===== src/rtl/wb_arbiter.sv =====
// wb_arbiter: register-file write-port arbiter merging EX results with FIFO-buffered LSU loads, plus pending-load scoreboard.
module wb_arbiter #(
    parameter int DEPTH = 4
) (
    input  logic        clk,
    input  logic        rst,
    input  logic        ex_wen_i,
    input  logic [4:0]  ex_waddr_i,
    input  logic [31:0] ex_wdata_i,
    output logic        ex_stall_o,
    input  logic        lsu_valid_i,
    output logic        lsu_ready_o,
    input  logic [4:0]  lsu_waddr_i,
    input  logic [31:0] lsu_wdata_i,
    input  logic        pend_set_i,
    input  logic [4:0]  pend_rd_i,
    output logic [31:0] busy_mask_o,
    output logic        reg_wen_o,
    output logic [4:0]  reg_waddr_o,
    output logic [31:0] reg_wdata_o
);
    localparam int AW = $clog2(DEPTH);
    localparam int CW = $clog2(DEPTH + 1);

    logic [4:0]    addr_mem [DEPTH];
    logic [31:0]   data_mem [DEPTH];
    logic [AW-1:0] rd_ptr, wr_ptr;
    logic [CW-1:0] count;
    logic          full, empty, ex_req, pop, ex_go, push;
    logic [31:0]   set_mask, clr_mask, busy_next;

    always_comb begin
        full        = count == CW'(DEPTH);
        empty       = count == '0;
        ex_req      = ex_wen_i & (ex_waddr_i != 5'd0);
        pop         = !empty & (full | !ex_req);
        ex_go       = ex_req & !full;
        push        = lsu_valid_i & !full & (lsu_waddr_i != 5'd0);
        ex_stall_o  = ex_wen_i & full;
        lsu_ready_o = !full;
        set_mask    = pend_set_i ? (32'd1 << pend_rd_i) : 32'd0;
        clr_mask    = pop ? (32'd1 << addr_mem[rd_ptr]) : 32'd0;
        busy_next   = ((busy_mask_o & ~clr_mask) | set_mask) & ~32'd1;
    end

    // Storage carries no reset; validity is tracked by count alone.
    always_ff @(posedge clk) begin
        if (push) begin
            addr_mem[wr_ptr] <= lsu_waddr_i;
            data_mem[wr_ptr] <= lsu_wdata_i;
        end
    end

    always_ff @(posedge clk) begin
        if (!rst) begin
            rd_ptr      <= '0;
            wr_ptr      <= '0;
            count       <= '0;
            busy_mask_o <= '0;
            reg_wen_o   <= 1'b0;
            reg_waddr_o <= '0;
            reg_wdata_o <= '0;
        end else begin
            rd_ptr      <= rd_ptr + AW'(pop);
            wr_ptr      <= wr_ptr + AW'(push);
            count       <= count + CW'(push) - CW'(pop);
            busy_mask_o <= busy_next;
            reg_wen_o   <= pop | ex_go;
            if (pop) begin
                reg_waddr_o <= addr_mem[rd_ptr];
                reg_wdata_o <= data_mem[rd_ptr];
            end else if (ex_go) begin
                reg_waddr_o <= ex_waddr_i;
                reg_wdata_o <= ex_wdata_i;
            end
        end
    end
endmodule


===== config.mk =====
export PLATFORM = sky130hd
export DESIGN_NAME = wb_arbiter
export DESIGN_NICKNAME = d
export VERILOG_FILES = /design/src/rtl/wb_arbiter.sv
export SDC_FILE = /design/constraint.sdc
export NUM_CORES = 1
export LEC_CHECK = 0
export CAP_MARGIN = 20
export CORE_ASPECT_RATIO = 1.4
export CORE_MARGIN = 1.5
export CORE_UTILIZATION = 54
export CTS_BUF_LIST = sky130_fd_sc_hd__clkbuf_2
export DETAILED_ROUTE_END_ITERATION = 8
export GPL_ROUTABILITY_DRIVEN = 0
export HOLD_SLACK_MARGIN = 0.05
export PLACE_DENSITY_LB_ADDON = 0.1
export SYNTH_ARGS = -nofsm -noshare
export SYNTH_HDL_FRONTEND = slang
export SYNTH_SLANG_ARGS = --single-unit

===== constraint.sdc =====
create_clock -name clk -period 5.9 [get_ports clk]
set_input_delay 1.18 -clock clk [delete_from_list [all_inputs] [get_ports clk]]
set_output_delay 1.18 -clock clk [all_outputs]
set_load 0.02 [all_outputs]

==> qor.yml, run 1 <==
synthesis:
  synth_cell_types: 42
  dominant_combinational_cell_family_by_area_after_synthesis: "compound AO/OA/AOI/OAI gates"
  synth_edf_count: 148
  synthXorXnorAreaFrac_pct: 0.401
  synth_top_flop_cell: "edfxtp_1"
  synth_seq_area_share_pct: 68.2
  synthSimpleGateAreaFrac_pct: 7.38
  syn-instance-count: 602
  synth_compound_area_share_pct: 10.9
  yosys.area_share.adder_pct: 0.801
  yosysWarnings: 0
  mappedNetlistArea_um2: 8740
  post_synth.cell_area_avg_um2: 14.5
  synth.mux.area_fraction_pct: 9.80
  ys_seq_elements: 224
  mappedNetlistNets: 691
  asyncSetResetFlopFracSynth_pct: 0
floorplan:
  core-area_um2: 15700
  die_y_um: 154
  chipWidth_um: 111
  floorplan.rows: 54
  die-area_um2: 17000
  initial_core_util_pct: 55.5
  io_pins: 156
cts:
  cts-root-to-sink-buffers: 3
  postCtsSetupBuffers: 0
  htree_num_levels: 2
  cts_made_buffers: 50
  tritoncts: "done"
  cts_hold_buf: 0
  root_buffer: "clkbuf_2"
  path_clk_slew_ps: 100
  cts.sink_count: 224
  cts_repair_resize_count: 0
  clk_latency_ps: 770
power_and_ir_drop:
  power.ir.vdd_worst_mv: 0.234
  power_mw: 4.40
  cellInternalPower_mw: 2.87
  switching_share_pct: 34.7
  clock_power_share_pct: 21.8
  seq_power_share_pct: 45.5
  power-per-cell-area_nw_per_um2: 403
  switching_power_of_the_nets_mw: 1.52
  static-leakage-power_nw: 3.75
  power_frac_comb_pct: 32.7
sta:
  timing.final.ws_setup_ps: 2250
  worst_clock_skew_ps: 73.9
  max-slew-margin-rel_pct: 31.3
  achievable-frequency_mhz: 274
  hold_violations: 0
  final_period_utilization_pct: 61.8
  fin_tns_setup_ps: 0
  timing.hold.ws_ps: 504
  finalWorstPathRequiredPeriod_ps: 3650
  timing_worst_slew_pin_value_ps: 1030
  final-setup-viol-count: 0
  grt_setup_unrepaired: "false"
  timing.final.max_slew_violations: 0
grt:
  grt_pass1_wl_um: 32100
  pin_count_of_the_biggest_net_entering_global_routing: 81
  grt_usage_pct: 23.9
  grt_antenna_before_repair: 1
  gr-total-overflow: 0
  via_count_of_the_first_global_routing_pass: 6292
critical_path:
  critical_path_class: "in -> out"
  critical_path_buf_inv_count: 3
  crit_path_cell_trace: "clkdlybuf4s50_1, inv_1, nor2_1, clkdlybuf4s50_1"
  crit_path_max_fanout: 4
  critical_path_arrival_ps: 2470
  timing.critical_path.mode_cell: "clkdlybuf4s50_1"
  critPathSlowestCell: "clkdlybuf4s50_1"
  cp_top_family: "buffers and inverters"
  startpoint_type: "input pin"
  cp_data_required_time_ps: 4720
  timing.critical_path.to_type: "output port"
  crit_path_max_incr_delay_ps: 610
detailed_routing:
  vias_per_cell: 5.94
  route.layer.met1.wl_um: 7870
  routed_wirelength_um: 20300
  routed_wire_length_per_instance_um: 20.0
  drt-initial-drc-count: 437
  drt_first_pass_iters: 5
  drc_violation_count_after_routing: 0
  ant_nets: 0
  num_vias: 6020
  met3_length_um: 1360
  dr_wl_met2_um: 10500
  topmost_layer_with_routed_signal_wires: "met4"
hold_path:
  worstHoldPathType: "reg -> reg"
final_layout:
  layout_overhead_on_the_synthesized_area_pct: 24.9
  instances_no_fill: 1014
  most_used_cells_in_the_layout_excluding_fill_and_tap_cells: "153 x clkdlybuf4s50_1, 148 x edfxtp_1, 79 x a21oi_1, 75 x clkbuf_2, 74 x dfxtp_1"
  post_route_cells_drive_above_1_share_pct: 16.5
  layout.filler_cells: 1200
  finish.net_count: 865
  final_area_um2: 10900
  layout_commonest_cell: "clkdlybuf4s50_1"
  fin_util_pct: 69.4
placed_design:
  dp_slack_ps: 1740
  placedInstanceArea_um2: 10400
  dp.cells: 920
  place_hpwl_um: 12500
  numPortBuffers: 154
status:
  outcome: "complete, no violations"
job:
  max-cap-violations: 0
[worst register-to-register path: stages, from the launching register on]
cell     delay (ps)
dfxtp_2        1030
mux4_1          680
or3b_1          500
or4_1           410
a32o_1          280
[cells by family (layout without fill, tap and decap cells)]
| family | after synthesis | after routing |
|---|---|---|
| DFF | 224 | 224 |
| AOI/OAI and AO/OA | 159 | 159 |
| and+or+nand+nor | 120 | 120 |
| buffers and inverters | 50 | 265 |
| muxes | 39 | 39 |
| adders and majority gates | 5 | 5 |
| xor gates and xnor gates | 4 | 4 |
| other | 1 | 2 |
[layer usage]
layer | global-route usage (%) | vias up
met1 | 28.0 | 2941
met5 | 0 | -
met3 | 5.01 | 47
met2 | 42.4 | 279
li1 | - | 2753
met4 | 10.5 | 0
[power groups by stage]
stage	registers (mW)	logic (mW)	clock network (mW)
after global routing	2.02	1.56	1.06
after global placement	2.03	1.41	0
after detailed placement	2.04	1.44	0
after floorplan	2.09	0.875	0
final	2.00	1.44	0.959
after CTS	2.00	1.44	0.989
[Yosys cell counts (3+ instances only)]
| cell | instances | share of area [%] |
|---|---|---|
| a21oi_1 | 79 | 4.5 |
| a22oi_1 | 10 | 0.86 |
| a31oi_1 | 5 | 0.36 |
| a32o_1 | 19 | 2.2 |
| a41oi_1 | 5 | 0.50 |
| and2_1 | 9 | 0.64 |
| buf_1 | 6 | 0.26 |
| buf_2 | 4 | 0.23 |
| clkbuf_1 | 30 | 1.3 |
| dfxtp_1 | 76 | 17 |
| edfxtp_1 | 148 | 51 |
| ha_1 | 4 | 0.57 |
| inv_1 | 7 | 0.30 |
| mux4_2 | 36 | 9.3 |
| nand2_1 | 49 | 2.1 |
| nand2b_1 | 4 | 0.29 |
| nor2_1 | 8 | 0.34 |
| nor3_1 | 8 | 0.46 |
| nor3b_1 | 4 | 0.34 |
| o21ai_0 | 35 | 2.0 |
| or3b_1 | 4 | 0.40 |
| or4_1 | 21 | 1.8 |
| xor2_1 | 3 | 0.30 |
[area by class of cell]
cell class / instances / area [µm²] / share of cell area, %
well taps: 196 / 245 / 2.25
clock inverters: 18 / 95.1 / 0.871
inverters: 7 / 26.3 / 0.241
flip-flops and latches: 224 / 5970 / 54.7
clock buffers: 75 / 375 / 3.44
repair buffers: 165 / 1620 / 14.8
diodes: 1 / 2.50 / 0.0229
multi-input cells: 328 / 2590 / 23.7
[final timing paths]
kind / from / to / slack, ps / cells after the start
max reg2reg: rd_ptr[1] / busy_mask_o[17] / 2910 / 4
min reg2reg: busy_mask_o[24] / busy_mask_o[24] / 500 / 1
max: ex_wen_i / ex_stall_o / 2250 / 4
min: busy_mask_o[24] / busy_mask_o[24] / 500 / 1
[state kept, by name (all words and copies together), names as in the netlist]
register	count
wr_ptr	2
busy_mask_o	31
reg_wdata_o	32
rd_ptr	2
addr_mem	20
reg_waddr_o	5
data_mem	128
reg_wen_o	1
count	3
Note: power is estimated with default switching activity, not from simulation.
==> inputs of run 2 (changes only) <==
==> constraint.sdc (replaced) <==
create_clock -name clk -period 3.8 [get_ports clk]
set_input_delay 0.76 -clock clk [delete_from_list [all_inputs] [get_ports clk]]
set_output_delay 0.76 -clock clk [all_outputs]
set_load 0.02 [all_outputs]
==> qor.yml, run 2 (synthesis results as in run 1) <==
sta:
  grt_setup_unrepaired: "false"
  achievable-frequency_mhz: 310
  fin_tns_setup_ps: 0
  max-slew-margin-rel_pct: 32.0
  hold_violations: 0
  timing_worst_slew_pin_value_ps: 1010
  final-setup-viol-count: 0
  finalWorstPathRequiredPeriod_ps: 3230
  worst_clock_skew_ps: 29.0
  final_period_utilization_pct: 84.9
  timing.final.max_slew_violations: 0
final_layout:
  finish.net_count: 870
  most_used_cells_in_the_layout_excluding_fill_and_tap_cells: "153 x clkdlybuf4s50_1, 148 x edfxtp_1, 79 x a21oi_1, 77 x clkbuf_2, 74 x dfxtp_1"
  post_route_cells_drive_above_1_share_pct: 17.1
  instances_no_fill: 1020
  layout_overhead_on_the_synthesized_area_pct: 25.1
  layout_commonest_cell: "clkdlybuf4s50_1"
  reg_top3: "data_mem x128, reg_wdata_o x32, busy_mask_o x31"
  largest_register: "data_mem"
  largest_register_ff_count: 128
status:
  outcome: "complete, no violations"
floorplan:
  floorplan.rows: 54
  initial_core_util_pct: 55.5
  core-area_um2: 15700
  io_pins: 156
  die-area_um2: 17000
  die_y_um: 154
  chipWidth_um: 111
detailed_routing:
  routed_wirelength_um: 20100
  ant_nets: 0
  routed_wire_length_per_instance_um: 19.7
  drt_first_pass_iters: 5
  vias_per_cell: 5.85
  drt-initial-drc-count: 446
  drc_violation_count_after_routing: 0
  num_vias: 5970
grt:
  gr-total-overflow: 0
  pin_count_of_the_biggest_net_entering_global_routing: 58
  grt_usage_pct: 23.5
  grt_pass1_wl_um: 31600
  via_count_of_the_first_global_routing_pass: 6237
  grt_antenna_before_repair: 1
placed_design:
  numPortBuffers: 154
  dp.cells: 923
  place_hpwl_um: 12800
cts:
  root_buffer: "clkbuf_2"
  path_clk_slew_ps: 120
  clk_latency_ps: 750
  cts_made_buffers: 51
  tritoncts: "done"
  cts_hold_buf: 0
  postCtsSetupBuffers: 0
  cts.sink_count: 224
  htree_num_levels: 2
  cts-root-to-sink-buffers: 3
  cts_repair_resize_count: 0
power_and_ir_drop:
  power-per-cell-area_nw_per_um2: 620
  power.ir.vdd_worst_mv: 0.327
  static-leakage-power_nw: 3.77
critical_path:
  critical_path_class: "reg -> out"
  cp_data_required_time_ps: 3040
  timing.rr.start: "count[2]"
  worst_setup_path_startpoint: "count[2]"
  critical_path_arrival_ps: 2470
  startpoint_type: "flip-flop"
  crit_path_max_fanout: 5
  timing.critical_path.to_type: "output port"
hold_path:
  hp-start: "busy_mask_o[30]"
  worstHoldPathType: "reg -> reg"
job:
  max-cap-violations: 0
[run 2: changes by cell type in the layout (fill, tap and decap cells not counted)]
cell | previous run | this run
buf_2 | 2 | 1
buf_4 | 10 | 14
buf_6 | 0 | 1
bufinv_16 | 1 | 0
clkbuf_2 | 75 | 77
clkinv_2 | 1 | 2
clkinvlp_4 | 0 | 1
inv_2 | 2 | 1
[run 2: final cells by class]
cell class / instances / area, µm²
sequential: 224 / 5970
tap: 196 / 245
fill: 1168 / 4800
clock buffer: 77 / 385
multi-input combinational: 328 / 2590
clock inverter: 18 / 73.8
inverter: 7 / 26.3
antenna: 1 / 2.50
timing repair buffer: 169 / 1650
[run 2: per-stage QoR]
stage	setup slack (ps)	hold WS, ps	total power, mW	util (%)	cell area [µm²]
floorplan	-534	571	4.60	-	8740
global placement	245	480	5.35	66.5	10500
detailed placement	248	486	5.41	66.5	10500
CTS	483	490	6.84	69.4	10900
global route	441	529	7.17	69.5	10900
finish	574	504	6.78	69.5	10900
[run 2: metal layers]
metal	global-route usage, %	part of all wire [%]
met1	28.7	39
met3	4.38	6.8
met5	0	0
met4	9.40	1.6
met2	41.5	52
[run 2: worst paths after layout]
kind / end / slack [ps] / cells after the start
worst max register to register: count[2] / 1140 / 11
worst min-delay path: busy_mask_o[30] / 500 / 1
worst min register to register: busy_mask_o[30] / 500 / 1
worst max-delay path: ex_stall_o / 570 / 4
[run 2: power breakdown]
group / switching [mW] / internal [mW] / total [mW] / leakage, nW
logic: 1.33 / 0.948 / 2.28 / 1.43
clock network: 0.887 / 0.543 / 1.43 / 0.354
registers: 0.142 / 2.93 / 3.07 / 1.98
[run 2: worst max-delay path, cell delays in order, from the launching register on]
cell	delay [ps]
dfxtp_1	410
or3b_1	430
buf_4	190
nor2_1	90
clkdlybuf4s50_1	600
